## config.mk

```make
export PLATFORM = sky130hd
export DESIGN_NAME = misr_signature_analyzer
export DESIGN_NICKNAME = d
export VERILOG_FILES = /design/src/rtl/misr_signature_analyzer.sv
export SDC_FILE = /design/constraint.sdc
export NUM_CORES = 1
export LEC_CHECK = 0
export ABC_AREA = 1
export CAP_MARGIN = 10
export CORE_MARGIN = 10
export CORE_UTILIZATION = 49
export CTS_BUF_LIST = sky130_fd_sc_hd__clkbuf_4 sky130_fd_sc_hd__clkbuf_8 sky130_fd_sc_hd__clkbuf_16
export DETAILED_ROUTE_END_ITERATION = 10
export PLACE_DENSITY = 0.88
export SLEW_MARGIN = 20
export SYNTH_ARGS = -nofsm -noshare
export SYNTH_HDL_FRONTEND = slang
export SYNTH_SLANG_ARGS = --single-unit
```

## constraint.sdc

```tcl
create_clock -name clk -period 3.15 [get_ports clk]
set_input_delay 0.315 -clock clk [delete_from_list [all_inputs] [get_ports clk]]
set_output_delay 0.315 -clock clk [all_outputs]
set_load 0.02 [all_outputs]
```

## src/rtl/misr_signature_analyzer.sv

```systemverilog
// Multiple-input signature register for BIST response compaction.
// Folds N_PATTERNS CUT responses into a signature, then compares it against
// a golden value once and reports done/pass until restarted or aborted.
module misr_signature_analyzer #(
    parameter int unsigned    W          = 16,
    parameter logic [W-1:0]   POLY       = 16'h100B,
    parameter logic [W-1:0]   SEED       = '0,
    parameter int unsigned    N_PATTERNS = 64,
    localparam int unsigned   CW         = $clog2(N_PATTERNS + 1)
) (
    input  logic          clk,
    input  logic          reset_n,
    input  logic          start,
    input  logic          abort,
    input  logic          in_valid,
    input  logic [W-1:0]  in_data,
    input  logic [W-1:0]  golden,
    output logic [W-1:0]  signature,
    output logic [CW-1:0] count,
    output logic          busy,
    output logic          done,
    output logic          pass
);

    typedef enum logic [1:0] {IDLE, RUN, CHECK, DONE} state_t;

    // Count value at which the next accepted response is the final one.
    localparam logic [CW-1:0] LAST = CW'(N_PATTERNS - 1);

    state_t        state_q, state_d;
    logic [W-1:0]  sig_q, sig_d, sig_next;
    logic [CW-1:0] cnt_q, cnt_d;
    logic          busy_q, busy_d;
    logic          done_q, done_d;
    logic          pass_q, pass_d;
    logic          fb;

    // MISR step: tap-masked parity shifts in at the MSB, response XORed in.
    assign fb       = ^(sig_q & POLY);
    assign sig_next = {fb, sig_q[W-1:1]} ^ in_data;

    // Session sequencing; abort overrides everything, including start.
    always_comb begin
        state_d = state_q;
        sig_d   = sig_q;
        cnt_d   = cnt_q;
        done_d  = done_q;
        pass_d  = pass_q;
        case (state_q)
            IDLE: begin
                if (start) begin
                    sig_d   = SEED;
                    cnt_d   = '0;
                    state_d = RUN;
                end
            end
            RUN: begin
                if (in_valid) begin
                    sig_d = sig_next;
                    cnt_d = cnt_q + 1'b1;
                    if (cnt_q == LAST) state_d = CHECK;
                end
            end
            CHECK: begin
                pass_d  = (sig_q == golden);
                done_d  = 1'b1;
                state_d = DONE;
            end
            DONE: begin
                if (start) begin
                    done_d  = 1'b0;
                    pass_d  = 1'b0;
                    sig_d   = SEED;
                    cnt_d   = '0;
                    state_d = RUN;
                end
            end
            default: state_d = IDLE;
        endcase
        if (abort) begin
            state_d = IDLE;
            sig_d   = SEED;
            cnt_d   = '0;
            done_d  = 1'b0;
            pass_d  = 1'b0;
        end
    end

    // busy is registered from the next state so it tracks RUN/CHECK exactly.
    assign busy_d = (state_d == RUN) || (state_d == CHECK);

    // State and datapath registers.
    always_ff @(posedge clk or negedge reset_n) begin
        if (!reset_n) begin
            state_q <= IDLE;
            sig_q   <= SEED;
            cnt_q   <= '0;
            busy_q  <= 1'b0;
            done_q  <= 1'b0;
            pass_q  <= 1'b0;
        end else begin
            state_q <= state_d;
            sig_q   <= sig_d;
            cnt_q   <= cnt_d;
            busy_q  <= busy_d;
            done_q  <= done_d;
            pass_q  <= pass_d;
        end
    end

    assign signature = sig_q;
    assign count     = cnt_q;
    assign busy      = busy_q;
    assign done      = done_q;
    assign pass      = pass_q;

endmodule

```

### Word-level counts from Yosys, hierarchy flattened

Index checks and enable logic that the tools add are counted.

* bits of input ports: 37
* bits in registers: 28
* output and inout bits: 26

* add/subtract/negate cells: 1
* equality and inequality tests: 10
* reduce and logical (&&, ||, !) cells: 8
* multiplexer cells: 18
* bitwise logic cells: 1

Operator list (number)
* two-way mux 16 bit: 3
* case mux 16 bit (2 select lines): 1
* two-way mux 7 bit: 3
* equality test 16 bit: 1
* parity 16 bit: 1
* bitwise XOR 16 bit: 1
* case mux 7 bit (2 select lines): 1
* two-way mux 2 bit: 4
* adder 7 x 1 -> 7 bit (second input constant): 1
* equality test 7 x 6 -> 1 bit (second input constant): 1
* equality test 2 bit (second input constant): 3
* inequality test 3 bit (second input constant): 2
* case mux 2 bit (3 select lines): 1
* nonzero test 3 bit: 2
* equality test 2 x 1 -> 1 bit (second input constant): 2
* case mux 1 bit (2 select lines): 2
* two-way mux 1 bit: 3
* inequality test 3 x 1 -> 1 bit (second input constant): 1
* AND reduction 3 bit: 1
* logical NOT 2 bit: 1
* AND reduction 2 bit: 1
* OR reduction 2 bit: 1
* logical OR 1 bit: 1

### Longest topological paths before layout

* depth in word-level cells: 7
* mapped depth: 9

### Worst setup path before layout

No wires, ideal clock.

* kind: reg2reg
* start point: reg state_q[0]
* end point: reg sig_q[1], in the netlist signature[1]
* slack: 1605 ps
* period minus slack after synthesis: 1545 ps
* arrival: 1466 ps
* stages on the path, launching flop included: 9
* path buffers: 1
* cell sequence: dfrtp_1 -> inv_1 -> ha_1 -> nor2_4 -> inv_2 -> nor2_4 -> inv_2 -> buf_6 -> o22ai_2

* word-level cells in the longest chain between the ends: 4
* elaborated cells on any way between the ends: 10

RTL lines
* start: declaration: line 30 `state_t state_q, state_d;`
* start signal: assignment: line 102 `state_q <= state_d;`
* equality test 2 bit / logical NOT 2 bit (equally long branches): line 49 `case (state_q)`
* OR reduction 2 bit (no source line)
* inequality test 3 x 1 -> 1 bit (no source line) (tied with other cells)
* AND reduction 3 bit (no source line) / two-way mux 16 bit (equally long branches)
* end signal: assignment: line 103 `sig_q <= sig_d;`
* end: declaration: line 31 `logic [W-1:0] sig_q, sig_d, sig_next;`

Parallel ways exist; a longest one is shown, timed or not.
A chain may end at the register's enable or synchronous reset.

### Final worst setup path

* start point: reg state_q[0]
* end point: reg cnt_q[1], in the netlist count[1]

* word-level cells in the longest chain between the ends: 4
* elaborated cells on any way between the ends: 10

RTL lines
* equality test 2 bit / logical NOT 2 bit (equally long branches): line 49
* OR reduction 2 bit (no source line)
* inequality test 3 x 1 -> 1 bit (no source line) (tied with other cells)
* AND reduction 3 bit (no source line) / two-way mux 7 bit (equally long branches)
* end signal: assignment: line 104 `cnt_q <= cnt_d;`
* end: declaration: line 32 `logic [CW-1:0] cnt_q, cnt_d;`

Parallel ways exist; a longest one is shown, timed or not.

==> summary.txt <==
Pwr
  • Maximum VDD drop: 0.373 mV
  • Leak pwr: 1.21 nW
  • P_sw: 0.000782 W
  • Reg power frac: 0.317
  • Internal power: 0.000972 W
  • Overall Power: 0.00175 W
  • Clock power frac: 0.128
  • Net Sw Frac: 0.446
  • Power per cell area: 684 nW/µm²
  • Gate power share: 0.555

Synth
  • Syn Inst Count: 248
  • Mean post-synth cell area: 7.48 µm²
  • Ys flop type: dfrtp_1
  • Yosys warnings: 0
  • Post-synthesis cell area: 1860 µm²
  • Post-Syn Nets: 290
  • Synth top area cells: dfrtp_1 38%, nand2_1 16%, inv_1 8.3%
  • Synth Register Bits: 28
  • Fraction of registers with async set/reset: 1.00
  • Sequential area share after synthesis: 0.378
  • Most instantiated cells after synthesis: 79 x nand2_1, 41 x inv_1, 28 x dfrtp_1
  • Post-synth cell types: 23
  • Largest area contributor in the netlist: dfrtp_1
  • Top cell type's share of synthesized area: 0.378
  • Post-synth EDFFs: 0
  • Most numerous cell in the Yosys netlist: nand2_1

Floorplanning
  • I/O pin count: 63
  • Starting Density: 0.507
  • Die Width: 81.5 µm
  • Core Box Area: 3660 µm²
  • Die area: 6650 µm²
  • Row count: 22
  • Vert. Die Dim: 81.5 µm

Run status
  • Status: completed

Clock network
  • Num CTS Buffers: 3
  • Clk pin slew, worst setup/hold paths: 100 ps
  • CTS Sinks: 28
  • Clock tree buffer depth: 2
  • # H-tree levels: 1
  • Cts hold-fix bufs: 0
  • CTS root buffer: clkbuf_8
  • Post-CTS sizing: 0
  • CTS tree: done
  • Clock Latency Late Sink: 280 ps
  • Post-CTS setup buffers: 0

Drt
  • Via density: 4.90
  • DRC violations left: 0
  • WL/cell: 13.2 µm
  • DRT Wirelength: 4770 µm
  • DR pass1 iterations: 4
  • Vias after detailed routing: 1763
  • ANT nets after route: 0
  • Initial DRC Count: 87

Worst setup path
  • Reg2reg start: state_q[0]$_DFF_PN0_
  • Startpoint Class: flop
  • Worst Setup SP: state_q[0]$_DFF_PN0_
  • Crit-path max FO: 24
  • Worst Path Class, Setup: flop to flop
  • Worst Path Required: 3330 ps
  • R2R depth: 7
  • Reg2reg end: count[1]$_DFFE_PN0P_
  • CP endpoint kind: flop
  • Flop-to-flop setup slack: 1230 ps
  • Arr. time, crit path: 2100 ps

Place
  • Dpl hpwl: 3840 µm
  • Final Wtd Congestion: 0.779
  • PortBufs: 62

STA
  • Fin. max-slew vios: 0
  • Post-Route Skew: 7.76 ps
  • Final hold violations: 0
  • Setup TNS: 0 ps
  • Slew margin rel.: 0.755
  • Setup-failing EPs final: 0
  • Worst Tran Pin Value: 368 ps
  • Min Tclk post-route: 1920 ps
  • Fmax: 520 MHz
  • RSZ-0062 raised after global routing: false
  • Fin crit share: 0.611

Global route
  • Top Usage Layer GRT: met2
  • Gr ovfl total: 0
  • GRT met1 Usage: 0.173
  • GR Util met2: 0.246
  • Total GRT Usage: 0.148
  • Vias in the first global route: 1721
  • Global-route wire length before repair: 7800 µm
  • Initial antenna violation count: 0
  • Largest net degree at the start of global routing: 29
  • Met3 Usage GRT: 0.0524

Finish
  • Fin nets: 355
  • Fill cells: 294
  • Ant. Diodes: 0
  • Fraction of layout instances using a drive strength above 1: 0.0833
  • Area growth, synth to finish: 38.2%

Run
  • Max cap viols: 0

Worst hold path
  • Hold/Removal Path Class: input pin to async pin
[cell usage in the layout (no fill, tap or decap), types with 6 or more instances in the layout]
cell type and instances:
a21oi_1 8, inv_1 41, xnor2_1 11, o22ai_2 10, xor2_1 6, clkdlybuf4s50_1 62, nand2_1 79, nor2_1 20
dfrtp_1 28, nand3_1 13
[stage by stage]
stage / utilization / instances / area, µm² / worst slack, ps / hold slack (ps)
6_report: 0.701 / 360 / 2560 / 1230 / 404
5_1_grt: 0.701 / 360 / 2560 / 1070 / 449
4_1_cts: 0.701 / 360 / 2560 / 1220 / 419
3_5_place_dp: 0.686 / 356 / 2510 / 1250 / 464
3_3_place_gp: 0.686 / 356 / 2510 / 1320 / 461
2_1_floorplan: - / 248 / 1860 / 1600 / 19.4
[layout make-up]
cell class              count  area (µm²)  area share
inverters                  45         169      0.0659
well taps                  48        60.1      0.0234
multi-input cells         172         952       0.371
flip-flops and latches     28         701       0.273
repair buffers             63         628       0.245
clock buffers               4        55.1      0.0215
[worst max-delay path, cell delays in order, from the launching register on]
cell     delay (ps)
dfrtp_1         440
inv_1            70
ha_1            380
nand2_1         120
nand3_2         140
nand2_4         290
inv_2           130
a22o_2          230
[metal layers]
| metal | share of wire | wire length (µm) |
|---|---|---|
| met1 | 0.41 | 1940 |
| met3 | 0.098 | 466 |
| met5 | 0 | 0 |
| met2 | 0.48 | 2300 |
| met4 | 0.012 | 58 |
[cells by family after synthesis]
logic type                 count (synthesis)  synth area share
AOI/OAI and AO/OA                         29             0.124
xor gates and xnor gates                  17            0.0802
adders and majority gates                  5            0.0337
buffers and inverters                     48             0.109
DFF                                       28             0.378
and+or+nand+nor                          121             0.275
[flip-flops by register name (all words and copies together) (netlist names)]
signal / count
done: 1
count: 7
signature: 16
busy: 1
state_q: 2
pass: 1
[power by group through the flow]
stage	registers [W]	clock network [W]	logic, W
floorplan	0.000649	0	0.000566
global placement	0.000559	0	0.000944
detailed placement	0.000561	0	0.000973
CTS	0.000556	0.000227	0.000982
global route	0.000572	0.000239	0.00107
finish	0.000556	0.000225	0.000974
[worst max-delay path by stage]
stage	end	slack, ps
3_5_place_dp	count[1]$_DFFE_PN0P_	1250
2_1_floorplan	signature[1]$_DFFE_PN0P_	1600
5_1_grt	count[6]$_DFFE_PN0P_	1070
6_report	count[1]$_DFFE_PN0P_	1230
3_3_place_gp	count[1]$_DFFE_PN0P_	1320
4_1_cts	count[1]$_DFFE_PN0P_	1220
(Power assumes the default switching activity.)
